--- src/rtl/aes_apb_pkg.sv ---
// rtl/aes_apb_pkg.sv - register map and helpers shared by the AES APB slave and its feeder
package aes_apb_pkg;

  // Register offsets inside the AES slave window
  localparam logic [7:0] OFS_CTRL   = 8'h00;
  localparam logic [7:0] OFS_KEY    = 8'h04;
  localparam logic [7:0] OFS_PT     = 8'h14;
  localparam logic [7:0] OFS_IV     = 8'h24;
  localparam logic [7:0] OFS_CT     = 8'h34;
  localparam logic [7:0] OFS_STATUS = 8'h44;

  // CTRL bit positions
  localparam int CTRL_SOFT_RST     = 0;
  localparam int CTRL_INPUTS_VALID = 1;
  localparam int CTRL_ENCDEC       = 2;
  localparam int CTRL_MODE_LSB     = 3;

  // Mode codes; other codes are handed to the slave untouched
  localparam logic [1:0] MODE_ECB = 2'b00;
  localparam logic [1:0] MODE_CBC = 2'b01;

  // STATUS bit that flags a finished block
  localparam int STATUS_READY = 0;

  // Word 0 of a 128-bit register group carries the most significant bits
  function automatic logic [31:0] blk_word(input logic [127:0] blk, input logic [1:0] idx);
    case (idx)
      2'd0:    return blk[127:96];
      2'd1:    return blk[95:64];
      2'd2:    return blk[63:32];
      default: return blk[31:0];
    endcase
  endfunction

  // Byte offset of word idx inside a four-word register group
  function automatic logic [7:0] word_ofs(input logic [7:0] base, input logic [1:0] idx);
    return base + {4'd0, idx, 2'b00};
  endfunction

endpackage

--- src/rtl/apb_master_xfer.sv ---
// rtl/apb_master_xfer.sv - single APB transfer engine: SETUP, ACCESS, GAP
module apb_master_xfer #(
  parameter int vpindex  = 0,
  parameter int vnapbslv = 8
) (
  input  logic                clk,
  input  logic                rst_n,
  input  logic                req,
  input  logic                write,
  input  logic [31:0]         addr,
  input  logic [31:0]         wdata,
  output logic                done,
  output logic [31:0]         rdata,
  output logic [vnapbslv-1:0] psel,
  output logic                penable,
  output logic                pwrite,
  output logic [31:0]         paddr,
  output logic [31:0]         pwdata,
  input  logic [31:0]         prdata
);

  localparam logic [1:0] X_IDLE   = 2'd0;
  localparam logic [1:0] X_SETUP  = 2'd1;
  localparam logic [1:0] X_ACCESS = 2'd2;
  localparam logic [1:0] X_GAP    = 2'd3;

  localparam logic [vnapbslv-1:0] SEL_ONEHOT = vnapbslv'(1) << vpindex;

  logic [1:0]  st;
  logic        write_q;
  logic [31:0] addr_q;
  logic [31:0] wdata_q;
  logic        active;

  // Step the three-cycle transfer; a request seen in GAP starts the next one with no idle cycle
  always_ff @(posedge clk or negedge rst_n) begin
    if (!rst_n) begin
      st      <= X_IDLE;
      write_q <= 1'b0;
      addr_q  <= '0;
      wdata_q <= '0;
      rdata   <= '0;
    end else begin
      case (st)
        X_IDLE, X_GAP: begin
          if (req) begin
            st      <= X_SETUP;
            write_q <= write;
            addr_q  <= addr;
            wdata_q <= wdata;
          end else begin
            st <= X_IDLE;
          end
        end
        X_SETUP: st <= X_ACCESS;
        default: begin
          st <= X_GAP;
          if (!write_q) rdata <= prdata;
        end
      endcase
    end
  end

  // APB pins are forced to zero outside SETUP/ACCESS so the GAP cycle is fully quiet
  always_comb begin
    active  = (st == X_SETUP) || (st == X_ACCESS);
    psel    = active ? SEL_ONEHOT : '0;
    penable = (st == X_ACCESS);
    pwrite  = active && write_q;
    paddr   = active ? addr_q : '0;
    pwdata  = active ? wdata_q : '0;
    done    = (st == X_GAP);
  end

endmodule

--- src/rtl/vlog_aes_apb_feeder.sv ---
// rtl/vlog_aes_apb_feeder.sv - APB master that configures the AES slave and streams blocks through it
module vlog_aes_apb_feeder
  import aes_apb_pkg::*;
#(
  parameter int          vpindex  = 0,
  parameter int          vnapbslv = 8,
  parameter logic [31:0] APB_BASE = 32'h80000800,
  parameter int          POLL_MAX = 1024
) (
  input  logic                vclk,
  input  logic                vrst,
  input  logic                cfg_load,
  input  logic [127:0]        cfg_key,
  input  logic [127:0]        cfg_iv,
  input  logic                cfg_encdec,
  input  logic [1:0]          cfg_mode,
  input  logic                in_valid,
  output logic                in_ready,
  input  logic [127:0]        in_block,
  output logic                out_valid,
  input  logic                out_ready,
  output logic [127:0]        out_block,
  output logic                busy,
  output logic                err,
  output logic [vnapbslv-1:0] vpsel,
  output logic                vpenable,
  output logic                vpwrite,
  output logic [31:0]         vpaddr,
  output logic [31:0]         vpwdata,
  input  logic [31:0]         vprdata
);

  localparam logic [2:0] S_IDLE = 3'd0;
  localparam logic [2:0] S_CFG  = 3'd1;
  localparam logic [2:0] S_LOAD = 3'd2;
  localparam logic [2:0] S_GO   = 3'd3;
  localparam logic [2:0] S_POLL = 3'd4;
  localparam logic [2:0] S_READ = 3'd5;
  localparam logic [2:0] S_OUT  = 3'd6;

  localparam int             PCW       = $clog2(POLL_MAX + 1);
  localparam logic [PCW-1:0] POLL_LAST = PCW'(POLL_MAX - 1);

  logic [2:0]     state, state_n;
  logic [3:0]     word_cnt, word_n;
  logic [PCW-1:0] poll_cnt;
  logic           cfg_done;
  logic [127:0]   key_q, iv_q, blk_q;
  logic           encdec_q;
  logic [1:0]     mode_q;

  logic           cfg_accept, blk_accept;
  logic           req, req_write;
  logic [7:0]     req_ofs;
  logic [31:0]    req_addr, req_wdata;
  logic [127:0]   pt_src;
  logic [1:0]     key_idx, iv_idx;
  logic           xfer_done;
  logic [31:0]    xfer_rdata;
  logic           status_ready;

  // Handshake and status outputs derived from the FSM state
  always_comb begin
    cfg_accept   = (state == S_IDLE) && cfg_load;
    in_ready     = (state == S_IDLE) && cfg_done && !cfg_load;
    blk_accept   = in_ready && in_valid;
    out_valid    = (state == S_OUT);
    busy         = (state != S_IDLE);
    status_ready = xfer_rdata[STATUS_READY];
  end

  // Next-state logic; req is raised on the cycle that decides the next transfer so transfers abut
  always_comb begin
    state_n = state;
    word_n  = word_cnt;
    req     = 1'b0;
    case (state)
      S_IDLE: begin
        if (cfg_accept) begin
          state_n = S_CFG;
          word_n  = 4'd0;
          req     = 1'b1;
        end else if (blk_accept) begin
          state_n = S_LOAD;
          word_n  = 4'd0;
          req     = 1'b1;
        end
      end
      S_CFG: begin
        if (xfer_done) begin
          if (word_cnt == 4'd9) begin
            state_n = S_IDLE;
            word_n  = 4'd0;
          end else begin
            word_n = word_cnt + 4'd1;
            req    = 1'b1;
          end
        end
      end
      S_LOAD: begin
        if (xfer_done) begin
          req = 1'b1;
          if (word_cnt == 4'd3) begin
            state_n = S_GO;
            word_n  = 4'd0;
          end else begin
            word_n = word_cnt + 4'd1;
          end
        end
      end
      S_GO: begin
        if (xfer_done) begin
          state_n = S_POLL;
          req     = 1'b1;
        end
      end
      S_POLL: begin
        if (xfer_done) begin
          if (status_ready) begin
            state_n = S_READ;
            word_n  = 4'd0;
            req     = 1'b1;
          end else if (poll_cnt == POLL_LAST) begin
            state_n = S_IDLE;
          end else begin
            req = 1'b1;
          end
        end
      end
      S_READ: begin
        if (xfer_done) begin
          if (word_cnt == 4'd3) begin
            state_n = S_OUT;
            word_n  = 4'd0;
          end else begin
            word_n = word_cnt + 4'd1;
            req    = 1'b1;
          end
        end
      end
      S_OUT: begin
        if (out_ready) state_n = S_IDLE;
      end
      default: state_n = S_IDLE;
    endcase
  end

  // Address and data for the transfer about to start, chosen from the upcoming state and word
  always_comb begin
    req_write = 1'b1;
    req_ofs   = OFS_CTRL;
    req_wdata = '0;
    key_idx   = 2'(word_n - 4'd2);
    iv_idx    = 2'(word_n - 4'd6);
    // The first PT word goes out on the accept cycle, before blk_q holds the block
    pt_src    = (state == S_IDLE) ? in_block : blk_q;
    case (state_n)
      S_CFG: begin
        if (word_n == 4'd0) begin
          req_wdata = 32'd1 << CTRL_SOFT_RST;
        end else if (word_n == 4'd1) begin
          req_wdata = '0;
        end else if (word_n < 4'd6) begin
          req_ofs   = word_ofs(OFS_KEY, key_idx);
          req_wdata = blk_word(key_q, key_idx);
        end else begin
          req_ofs   = word_ofs(OFS_IV, iv_idx);
          req_wdata = blk_word(iv_q, iv_idx);
        end
      end
      S_LOAD: begin
        req_ofs   = word_ofs(OFS_PT, word_n[1:0]);
        req_wdata = blk_word(pt_src, word_n[1:0]);
      end
      S_GO: begin
        req_wdata = (32'(mode_q) << CTRL_MODE_LSB) | (32'(encdec_q) << CTRL_ENCDEC)
                  | (32'd1 << CTRL_INPUTS_VALID);
      end
      S_POLL: begin
        req_write = 1'b0;
        req_ofs   = OFS_STATUS;
      end
      S_READ: begin
        req_write = 1'b0;
        req_ofs   = word_ofs(OFS_CT, word_n[1:0]);
      end
      default: req_write = 1'b0;
    endcase
    req_addr = APB_BASE + {24'd0, req_ofs};
  end

  // FSM registers, configuration capture, poll accounting and result assembly
  always_ff @(posedge vclk or negedge vrst) begin
    if (!vrst) begin
      state     <= S_IDLE;
      word_cnt  <= '0;
      poll_cnt  <= '0;
      cfg_done  <= 1'b0;
      err       <= 1'b0;
      key_q     <= '0;
      iv_q      <= '0;
      blk_q     <= '0;
      encdec_q  <= 1'b0;
      mode_q    <= '0;
      out_block <= '0;
    end else begin
      state    <= state_n;
      word_cnt <= word_n;
      if (cfg_accept) begin
        key_q    <= cfg_key;
        iv_q     <= cfg_iv;
        encdec_q <= cfg_encdec;
        mode_q   <= cfg_mode;
        err      <= 1'b0;
      end
      if (blk_accept) blk_q <= in_block;
      if (state == S_CFG && xfer_done && word_cnt == 4'd9) cfg_done <= 1'b1;
      if (state != S_POLL && state_n == S_POLL) begin
        poll_cnt <= '0;
      end else if (state == S_POLL && xfer_done && !status_ready) begin
        if (poll_cnt == POLL_LAST) begin
          err      <= 1'b1;
          cfg_done <= 1'b0;
        end else begin
          poll_cnt <= poll_cnt + 1'b1;
        end
      end
      if (state == S_READ && xfer_done) begin
        case (word_cnt[1:0])
          2'd0:    out_block[127:96] <= xfer_rdata;
          2'd1:    out_block[95:64]  <= xfer_rdata;
          2'd2:    out_block[63:32]  <= xfer_rdata;
          default: out_block[31:0]   <= xfer_rdata;
        endcase
      end
    end
  end

  apb_master_xfer #(
    .vpindex (vpindex),
    .vnapbslv(vnapbslv)
  ) u_xfer (
    .clk    (vclk),
    .rst_n  (vrst),
    .req    (req),
    .write  (req_write),
    .addr   (req_addr),
    .wdata  (req_wdata),
    .done   (xfer_done),
    .rdata  (xfer_rdata),
    .psel   (vpsel),
    .penable(vpenable),
    .pwrite (vpwrite),
    .paddr  (vpaddr),
    .pwdata (vpwdata),
    .prdata (vprdata)
  );

endmodule

--- config.mk ---
export PLATFORM = sky130hd
export DESIGN_NAME = vlog_aes_apb_feeder
export DESIGN_NICKNAME = d
export VERILOG_FILES = /design/src/rtl/aes_apb_pkg.sv /design/src/rtl/apb_master_xfer.sv /design/src/rtl/vlog_aes_apb_feeder.sv
export SDC_FILE = /design/constraint.sdc
export NUM_CORES = 1
export LEC_CHECK = 0
export ABC_CLOCK_PERIOD_IN_PS = 4090
export BUFFER_PORTS_ARGS = -buffer_cell sky130_fd_sc_hd__buf_2
export CORE_ASPECT_RATIO = 1.2
export CORE_MARGIN = 3
export CORE_UTILIZATION = 30
export CTS_CLUSTER_SIZE = 20
export DETAILED_ROUTE_END_ITERATION = 12
export GPL_TIMING_DRIVEN = 0
export PLACE_DENSITY_LB_ADDON = 0.2
export SLEW_MARGIN = 30
export SYNTH_ARGS = -nofsm -noshare
export SYNTH_HDL_FRONTEND = slang
export SYNTH_HIERARCHICAL = 1
export SYNTH_SLANG_ARGS = --single-unit
--- constraint.sdc ---
create_clock -name vclk -period 4.09 [get_ports vclk]
set_input_delay 0.2045 -clock vclk [delete_from_list [all_inputs] [get_ports vclk]]
set_output_delay 0.2045 -clock vclk [all_outputs]
set_load 0.02 [all_outputs]
==> Flow_metrics.wiki, run 1 <==
{| class="wikitable"
! Metric !! Value
|-
| Initial antenna violation count || 19
|-
| Data required time of the critical path || 4.60 ns
|-
| Boundary Pins || 630
|-
| Worst Path Class, Setup || flop to flop
|-
| Total via count in the routed design || 23,820
|-
| Yosys warns || 6
|-
| Critical path data arrival time || 4.62 ns
|-
| Detailed placement HPWL || 88,150 um
|-
| Clock tree from TritonCTS || done
|-
| Width of the die || 290.5 um
|-
| Violations in the final reports || setup timing
|-
| Floorplan die height || 347.5 um
|-
| Avg Vias per Cell || 5.065
|-
| Share of async-settable or async-resettable flops after synthesis || 100.0%
|-
| List of cells traversed by the critical path || buf_6 -> or3b_4 -> a21o_4 -> a21boi_2 -> o22a_2 -> inv_4 -> ha_4 -> clkbuf_16 -> clkbuf_16 -> buf_2 -> a222oi_1 -> nand2_1 -> o2111ai_1 -> o211ai_1 -> mux2_4
|-
| Inserted Clock Buffers || 75
|-
| Synthesized area per cell || 13.42 sq um
|-
| Starting utilization of the core area || 30.40%
|-
| Final routed wirelength across all metal layers || 117,900 um
|-
| Cells after synthesis || 2,172
|-
| Predominant post-synthesis flop cell || sky130_fd_sc_hd__dfrtp_1
|-
| Fin crit share || 100.5%
|-
| Area delta synth->final || 43.39%
|-
| Achievable clock frequency || 243.2 MHz
|-
| Number of flops mapped to enable cells by yosys || 0
|-
| CTS Buffer Depth || 3
|-
| Clk Latency, worst-skew pair || 0.63 ns
|-
| Origin of the critical flop-to-flop path || state[0]
|-
| Placed cell count || 4,093
|-
| Routed wirelength normalized by instance count || 25.06 um
|-
| Switching power share of the total || 41.32%
|-
| Area enclosed by the die boundary || 0.1010 sq mm
|-
| Minimum clock period || 4.111 ns
|-
| Endpoint kind of the worst setup timing path || flop
|-
| Remaining Overflow, GRT || 0
|-
| Global routing usage summed across all routing layers || 22.59%
|-
| Worst reg2reg endpoint || u_xfer/wdata_q[25]
|-
| Kind of start point of the critical path || flop
|-
| Global placer's final weighted congestion || 0.8521
|-
| Remaining DRCs || 0
|-
| Final Instance Count excl. Fillers || 4,703
|-
| Fraction of final layout cells sized beyond drive strength 1 || 45.70%
|-
| Final Skew || 0.01874 ns
|-
| Post-synthesis sequential element count || 634
|-
| Number of cell instances on the worst register-to-register path || 15
|-
| Part of the total power dissipated in sequential elements || 30.7%
|-
| Status || complete, but fails checks
|-
| Post-Route Utilization || 43.59%
|-
| Via count of the first global-routing pass || 25,900
|-
| Post-synthesis cell area || 0.02915 sq mm
|-
| Max VDD drop || 0.0004200 V
|-
| Power per cell area || 853.3 mW/mm^2
|-
| Dominant cell type by count on the critical path || sky130_fd_sc_hd__clkbuf_16
|-
| Wire length of the first global-routing pass || 170,400 um
|-
| H-tree lvl count || 3
|-
| Number of endpoints with negative hold slack in the final report || 0
|-
| Number of pins exceeding their max-slew limit in the final report || 0
|-
| Power share of the clock group || 19.5%
|-
| Library cell contributing the largest single delay on the critical path || sky130_fd_sc_hd__a222oi_1
|-
| Worst slew margin relative to its limit || 37.66%
|-
| Combinational share of power || 49.8%
|-
| CORE AREA || 0.09588 sq mm
|-
| Clock-pin slew on the worst setup and hold paths || 0.06 ns
|-
| I/O Buffers || 622
|-
| TritonCTS Sinks || 634
|-
| Peak per-stage delay on the critical path || 0.78 ns
|-
| Timing startpoint of the critical path || state[0]
|-
| Static leakage || 19.45 nW
|-
| Unrepaired setup endpoints after global routing || yes
|-
| Antenna violation net count after detailed routing || 0
|-
| Power spent charging and discharging nets || 0.01474 W
|-
| Internal portion of total power || 0.02093 W
|-
| Flop-to-flop setup slack || -0.02 ns
|-
| Sequential fraction of the synthesis area || 54.43%
|-
| Transition time of the tightest slew-check pin || 0.9351 ns
|-
| CP max FO || 10
|-
| Maximum Capacitance Violations || 0
|-
| Number of nets at the end of the flow || 3,803
|-
| Count of cell types in the netlist || 72
|-
| Setup ws final || -0.02117 ns
|-
| Root buf cell || sky130_fd_sc_hd__clkbuf_16
|-
| Capturing element of the worst setup path || u_xfer/wdata_q[25]
|-
| Final-report setup violation count || 1
|-
| Core Rows || 124
|-
| First DRT Iteration DRCs || 1,688
|-
| First-pass DRT Iterations || 9
|-
| Pin count of the biggest net entering global routing || 89
|-
| Worst hold-check path type || input pin to asynchronous set/reset pin
|}
## state kept, by name, summed over array words and instances, names as in the netlist, 2 cells and up
| name | cells |
|---|---|
| blk_q | 128 |
| iv_q | 128 |
| key_q | 128 |
| mode_q | 2 |
| out_block | 128 |
| poll_cnt | 11 |
| state | 3 |
| u_xfer/addr_q | 32 |
| u_xfer/rdata | 32 |
| u_xfer/st | 2 |
| u_xfer/wdata_q | 32 |
| word_cnt | 4 |
## per-layer routing
layer / GRT usage [%] / part of all wire [%] / vias up
met4: 11.90 / 5.6 / 16
met3: 6.119 / 7.3 / 293
met2: 38.44 / 48 / 1059
met5: 0 / 0.098 / -
met1: 26.04 / 39 / 12020
li1: - / - / 10440
## how the worst min path moves through the flow
stage	end	start	cells past startpoint
floorplan	blk_q[0]	vrst	0
global placement	key_q[12]	cfg_key[12]	3
detailed placement	out_block[43]	vrst	1
CTS	u_xfer/rdata[11]	vrst	2
global route	u_xfer/rdata[11]	vrst	2
finish	out_block[43]	vrst	2
## area by class of cell
cell class              instances  area, sq um
clock buffers                 103         2162
inverters                     110        417.9
multi-input cells            1282        12430
repair buffers               1088         7856
clock inverters                36        409.1
plain buffers                 174         1036
flip-flops and latches        634        15870
well taps                    1260         1577
diodes                         16        40.04
fillers                      8958        54090
## cell families (layout without fill, tap and decap cells)
group	after synthesis	count (layout)	share of synthesized area, %
xor+xnor	9	9	0.2704
fa+ha+maj	14	14	0.6010
simple gates	268	268	4.735
other cells	3	50	0.03863
flops	634	634	54.43
buf+inv	287	1511	4.160
compound gates	312	312	9.105
mux	645	645	26.66
## layout by cell type, fill, tap and decap left out, types with 7 or more instances in the layout
cell	instances
sky130_fd_sc_hd__buf_2	654
sky130_fd_sc_hd__dfrtp_1	633
sky130_fd_sc_hd__a222oi_1	128
sky130_fd_sc_hd__diode_2	16
sky130_fd_sc_hd__mux2_2	529
sky130_fd_sc_hd__nor2b_1	70
sky130_fd_sc_hd__mux4_2	32
sky130_fd_sc_hd__nor2_1	29
sky130_fd_sc_hd__buf_16	8
sky130_fd_sc_hd__buf_6	11
sky130_fd_sc_hd__and2_1	7
sky130_fd_sc_hd__buf_4	53
sky130_fd_sc_hd__clkbuf_1	73
sky130_fd_sc_hd__mux2i_1	25
sky130_fd_sc_hd__ha_1	9
sky130_fd_sc_hd__conb_1	34
sky130_fd_sc_hd__nand2_1	109
sky130_fd_sc_hd__clkbuf_8	20
sky130_fd_sc_hd__dlygate4sd3_1	420
sky130_fd_sc_hd__o2111ai_1	48
sky130_fd_sc_hd__buf_1	15
sky130_fd_sc_hd__mux2_4	50
sky130_fd_sc_hd__o2111ai_2	9
sky130_fd_sc_hd__clkinv_2	13
sky130_fd_sc_hd__o21ai_0	41
sky130_fd_sc_hd__nand3_1	8
sky130_fd_sc_hd__a21oi_1	19
sky130_fd_sc_hd__clkbuf_4	7
sky130_fd_sc_hd__clkbuf_2	19
sky130_fd_sc_hd__o211ai_1	30
sky130_fd_sc_hd__inv_1	103
sky130_fd_sc_hd__clkinvlp_4	7
sky130_fd_sc_hd__clkbuf_16	80
## timing repair
item / in CTS / in global routing
endpoints found under the hold margin: 615 / 0
cloned: 0 / 2
hold buffers: 420 / 0
gates resized for setup: 124 / 29
endpoints found under the setup margin: 64 / 32
pin swaps: 19 / 12
buffers inserted: 19 / 16
## power groups by stage
| stage | sequential [W] | clock, W | combinational, W |
|---|---|---|---|
| floorplan | 0.0111 | 0 | 0.00958 |
| global placement | 0.0109 | 0 | 0.0161 |
| detailed placement | 0.0110 | 0 | 0.0164 |
| CTS | 0.0109 | 0.00712 | 0.0176 |
| global route | 0.0113 | 0.00739 | 0.0188 |
| finish | 0.0110 | 0.00694 | 0.0178 |
## cells in the mapped netlist, types with 3 or more instances
cell | n | area share, %
sky130_fd_sc_hd__o22ai_1 | 4 | 0.086
sky130_fd_sc_hd__and2_1 | 7 | 0.15
sky130_fd_sc_hd__a21boi_0 | 3 | 0.077
sky130_fd_sc_hd__inv_1 | 106 | 1.4
sky130_fd_sc_hd__buf_6 | 6 | 0.23
sky130_fd_sc_hd__inv_2 | 3 | 0.039
sky130_fd_sc_hd__a21o_1 | 3 | 0.077
sky130_fd_sc_hd__nand3_1 | 8 | 0.14
sky130_fd_sc_hd__clkbuf_1 | 105 | 1.4
sky130_fd_sc_hd__nor3b_1 | 3 | 0.077
sky130_fd_sc_hd__xnor2_1 | 4 | 0.12
sky130_fd_sc_hd__buf_4 | 14 | 0.36
sky130_fd_sc_hd__a222oi_1 | 128 | 4.4
sky130_fd_sc_hd__mux4_2 | 32 | 2.5
sky130_fd_sc_hd__and4_2 | 4 | 0.14
sky130_fd_sc_hd__xor2_1 | 5 | 0.15
sky130_fd_sc_hd__dfrtp_1 | 634 | 54
sky130_fd_sc_hd__ha_1 | 14 | 0.60
sky130_fd_sc_hd__nand3b_1 | 4 | 0.10
sky130_fd_sc_hd__o31ai_1 | 3 | 0.077
sky130_fd_sc_hd__o2111ai_1 | 57 | 1.7
sky130_fd_sc_hd__o211ai_1 | 30 | 0.77
sky130_fd_sc_hd__o21a_1 | 3 | 0.077
sky130_fd_sc_hd__conb_1 | 3 | 0.039
sky130_fd_sc_hd__buf_1 | 24 | 0.31
sky130_fd_sc_hd__nand2b_1 | 5 | 0.11
sky130_fd_sc_hd__mux2_4 | 50 | 2.6
sky130_fd_sc_hd__nor3_1 | 5 | 0.086
sky130_fd_sc_hd__o21ai_0 | 42 | 0.72
sky130_fd_sc_hd__buf_2 | 27 | 0.46
sky130_fd_sc_hd__nor2b_1 | 70 | 1.5
sky130_fd_sc_hd__mux2i_1 | 32 | 1.1
sky130_fd_sc_hd__a21oi_1 | 20 | 0.34
sky130_fd_sc_hd__mux2_2 | 529 | 20
sky130_fd_sc_hd__nand2_1 | 111 | 1.4
sky130_fd_sc_hd__nor2_1 | 29 | 0.37
sky130_fd_sc_hd__or4b_1 | 3 | 0.10
## per-stage QoR
step           setup WS [ns]  area, sq um  power [W]  hold slack, ns  setup TNS [ns]
2_1_floorplan         0.4022        29260    0.02065        -0.09109               0
3_3_place_gp          -10.49        33950    0.02700          0.4172        -6641.16
3_5_place_dp          -1.861        34190    0.02740          0.1626          -59.82
4_1_cts             0.001570        41540    0.03568         0.08072               0
5_1_grt             -0.09747        41780    0.03752          0.1149         -0.9657
6_report            -0.02117        41800    0.03567         0.09982        -0.02117
## worst max-delay path, delay by kind of cell (launching register included)
| family | cells | cell delay (ns) |
|---|---|---|
| buffers and inverters | 5 | 0.80 |
| AO/OA/AOI/OAI | 6 | 1.78 |
| flip-flops | 1 | 0.40 |
| multiplexers | 1 | 0.29 |
| AND/OR/NAND/NOR | 2 | 0.51 |
| adder cells (fa/ha/maj) | 1 | 0.19 |
No activity file was read; power rests on OpenSTA's default activity.
==> run 2: changes to the inputs <==
--- a/config.mk
+++ b/config.mk
@@ -13,7 +13,7 @@
 export CTS_CLUSTER_SIZE = 20
 export DETAILED_ROUTE_END_ITERATION = 12
 export GPL_TIMING_DRIVEN = 0
-export PLACE_DENSITY_LB_ADDON = 0.2
+export PLACE_DENSITY_LB_ADDON = 0.08
 export SLEW_MARGIN = 30
 export SYNTH_ARGS = -nofsm -noshare
 export SYNTH_HDL_FRONTEND = slang
==> run 2 against run 1 <==
  * Clock skew down 0.0041 ns
  * Critical endpoint is now u_xfer/wdata_q[0]
  * Highest routed layer unchanged
  * Sequential power barely moved
  * The flow still finishes with violations (setup timing)
  * Sequential share of layout area is 0.19 points higher
==> Flow_metrics.wiki, run 2 (synthesis results as in run 1) <==
{| class="wikitable"
! Metric !! Value
|-
| Unrepaired setup endpoints after global routing || yes
|-
| Clock-pin slew on the worst setup and hold paths || 0.06 ns (about the same)
|-
| GR met2 Demand/Resource || 40.08% (+1.6 points)
|-
| First-pass DRT Iterations || 8 (-1)
|-
| Total of fill cells in the finished design || 9,030 (+0.80%)
|-
| Worst slew margin relative to its limit || 35.30% (-2.4 points)
|-
| CP max FO || 10 (unchanged)
|-
| Antenna violation net count after detailed routing || 0 (unchanged)
|-
| Width of the die || 290.5 um (unchanged)
|-
| Static leakage || 19.34 nW (-0.54%)
|-
| Worst reg2reg endpoint || u_xfer/wdata_q[0]
|-
| Maximum Capacitance Violations || 0 (unchanged)
|-
| Busiest layer in global routing || met2
|-
| H-tree lvl count || 3 (unchanged)
|-
| Setup ws final || -0.007303 ns (+0.01386 ns)
|-
| CTS Buffer Depth || 3 (unchanged)
|-
| Placed cell count || 4,094 (+0.024%)
|-
| Global placer's final weighted congestion || 0.8374 (-1.7%)
|-
| Root buf cell || sky130_fd_sc_hd__clkbuf_16
|-
| Origin of the critical flop-to-flop path || word_cnt[0]
|-
| Clk Latency, worst-skew pair || 0.62 ns (about the same)
|-
| List of cells traversed by the critical path || ha_4 -> and3b_1 -> nand3b_1 -> a21boi_1 -> o22a_2 -> inv_2 -> ha_1 -> clkbuf_8 -> clkbuf_16 -> clkbuf_4 -> a222oi_1 -> nand2_1 -> o21ai_0 -> o21ai_0 -> mux2i_1 -> o21ai_1 -> mux2_2
|-
| Routed wirelength normalized by instance count || 25.26 um (+0.79%)
|-
| Transition time of the tightest slew-check pin || 0.9706 ns (+0.03551 ns)
|-
| Met1 usage in global routing || 27.44% (+1.4 points)
|-
| CORE AREA || 0.09588 sq mm (unchanged)
|-
| Part of the total power dissipated in sequential elements || 31.1% (+0.4 points)
|-
| Worst Path Class, Setup || flop to flop
|-
| Met3 Usage GRT || 5.589% (-0.53 points)
|-
| Final-report setup violation count || 1 (unchanged)
|-
| Number of pins exceeding their max-slew limit in the final report || 0 (unchanged)
|-
| Avg Vias per Cell || 4.993 (-1.4%)
|-
| Top library cells by usage in the layout, fill and taps aside || sky130_fd_sc_hd__buf_2 (662), sky130_fd_sc_hd__dfrtp_1 (631), sky130_fd_sc_hd__mux2_2 (529), sky130_fd_sc_hd__dlygate4sd3_1 (420), sky130_fd_sc_hd__a222oi_1 (128)
|-
| Data required time of the critical path || 4.58 ns (-0.02 ns)
|-
| Instance area after placement || 0.03422 sq mm (about the same)
|-
| Boundary Pins || 630 (unchanged)
|-
| Fin crit share || 100.2% (-0.34 points)
|-
| Critical path data arrival time || 4.59 ns (-0.03 ns)
|-
| Final routed wirelength across all metal layers || 118,000 um (+0.13%)
|-
| Finished layout cell area || 0.04159 sq mm (-0.49%)
|-
| TritonCTS Sinks || 634 (unchanged)
|-
| Number of nets at the end of the flow || 3,780 (-0.60%)
|-
| Remaining DRCs || 0 (unchanged)
|-
| Remaining Overflow, GRT || 0 (unchanged)
|-
| Post-Route Utilization || 43.38% (-0.21 points)
|-
| Most common library cell in the layout ignoring fill and taps || sky130_fd_sc_hd__buf_2
|-
| Worst hold margin || 0.1145 ns (+0.01465 ns)
|-
| Inserted Clock Buffers || 74 (-1.3%)
|-
| Wire length of the first global-routing pass || 171,100 um (+0.40%)
|-
| Total chip power || 0.03515 W (-1.5%)
|-
| Floorplan die height || 347.5 um (unchanged)
|-
| Starting utilization of the core area || 30.40% (unchanged)
|-
| Fraction of final layout cells sized beyond drive strength 1 || 45.28% (-0.42 points)
|-
| Power per cell area || 845.1 mW/mm^2 (-0.96%)
|-
| Peak per-stage delay on the critical path || 0.48 ns (-0.30 ns)
|-
| Dominant cell type by count on the critical path || sky130_fd_sc_hd__o21ai_0
|-
| Clock tree from TritonCTS || done
|-
| Violations in the final reports || setup timing
|-
| Area enclosed by the die boundary || 0.1010 sq mm (unchanged)
|-
| I/O Buffers || 622 (unchanged)
|-
| Power spent charging and discharging nets || 0.01435 W (-2.6%)
|-
| Switching power share of the total || 40.83% (-0.49 points)
|-
| Area delta synth->final || 42.69%
|-
| Status || complete, but fails checks
|-
| Worst hold-check path type || input pin to asynchronous set/reset pin
|-
| Detailed placement HPWL || 89,190 um (+1.2%)
|-
| Final Instance Count excl. Fillers || 4,672 (-0.66%)
|-
| Max VDD drop || 0.0003976 V (-5.3%)
|-
| Core Rows || 124 (unchanged)
|-
| Initial antenna violation count || 15 (-4)
|-
| Endpoint kind of the worst setup timing path || flop
|-
| Number of endpoints with negative hold slack in the final report || 0 (unchanged)
|-
| Via count of the first global-routing pass || 25,190 (-2.7%)
|-
| Number of cell instances on the worst register-to-register path || 17 (+2)
|-
| Flop-to-flop setup slack || -0.007 ns (about the same)
|-
| Final Skew || 0.01467 ns (-0.004073 ns)
|-
| Library cell contributing the largest single delay on the critical path || sky130_fd_sc_hd__dfrtp_2
|-
| Minimum clock period || 4.097 ns (-0.01386 ns)
|-
| Global routing usage summed across all routing layers || 22.74% (+0.14 points)
|-
| Internal portion of total power || 0.02080 W (-0.62%)
|-
| Pin count of the biggest net entering global routing || 77 (-13%)
|-
| Achievable clock frequency || 244.1 MHz (+0.34%)
|-
| Kind of start point of the critical path || flop
|-
| First DRT Iteration DRCs || 1,578 (-6.5%)
|-
| Total via count in the routed design || 23,330 (-2.1%)
|-
| Power share of the clock group || 19.7% (+0.2 points)
|-
| Combinational share of power || 49.2% (-0.6 points)
|}
## run 2: per-stage QoR
step | TNS, ns | setup slack, ns
CTS | 0 | 0.001282
global route | -0.08405 | -0.05004
global placement | -6938.03 | -10.97
detailed placement | -68.48 | -2.010
floorplan | 0 | 0.4022
finish | -0.007303 | -0.007303
## run 2: what timing repair did
item / 4_1_cts / 5_1_grt
buffers inserted: 10 / 4
gates cloned: 1 / 0
endpoints found under the hold margin: 550 / 0
hold buffers: 420 / 0
pin swaps: 19 / 20
setup endpoints to repair: 65 / 31
resized for setup: 120 / 41
## run 2: per-layer routing
metal	share of wire (%)	wire length, um
met3	6.5	7683
met5	0.034	40
met1	40	47400
met2	50	59430
met4	2.9	3461
## run 2: cell type report
class / count / area (sq um) / area share (%)
Timing Repair Buffer: 1066 / 7694 / 18.50
Inverter: 110 / 417.9 / 1.005
Tap cell: 1260 / 1577 / 3.790
Multi-Input combinational cell: 1282 / 12430 / 29.89
Antenna cell: 11 / 27.53 / 0.06618
Buffer: 174 / 1031 / 2.479
Clock inverter: 25 / 322.8 / 0.7762
Sequential cell: 634 / 15870 / 38.15
Clock buffer: 110 / 2221 / 5.340
## run 2: worst max-delay path by stage
stage                         end  slack, ns    startpoint  depth (start not counted)
6_report        u_xfer/wdata_q[0]     -0.007   word_cnt[0]                         17
3_3_place_gp             iv_q[88]     -10.97          vrst                          1
2_1_floorplan   u_xfer/wdata_q[2]       0.40   word_cnt[0]                         15
4_1_cts        u_xfer/wdata_q[21]      0.001  u_xfer/st[0]                         16
5_1_grt        u_xfer/wdata_q[12]      -0.05   word_cnt[0]                         15
3_5_place_dp   u_xfer/wdata_q[22]      -2.01   word_cnt[0]                         16
## run 2: critical path: cells and delay by family (launching register included)
kind | cells | cell delay, ns
muxes | 2 | 0.42
AOI/OAI and AO/OA | 6 | 1.39
adders and majority gates | 2 | 0.42
DFF | 1 | 0.48
buffers and inverters | 4 | 0.70
and+or+nand+nor | 3 | 0.55
## run 2: power groups by stage
stage                     Sequential [W]  Combinational [W]  Clock (W)
after floorplan                   0.0111            0.00958          0
after global placement            0.0109             0.0161          0
after detailed placement          0.0110             0.0163          0
after CTS                         0.0109             0.0174    0.00715
after global routing              0.0113             0.0185    0.00740
final                             0.0109             0.0173    0.00693
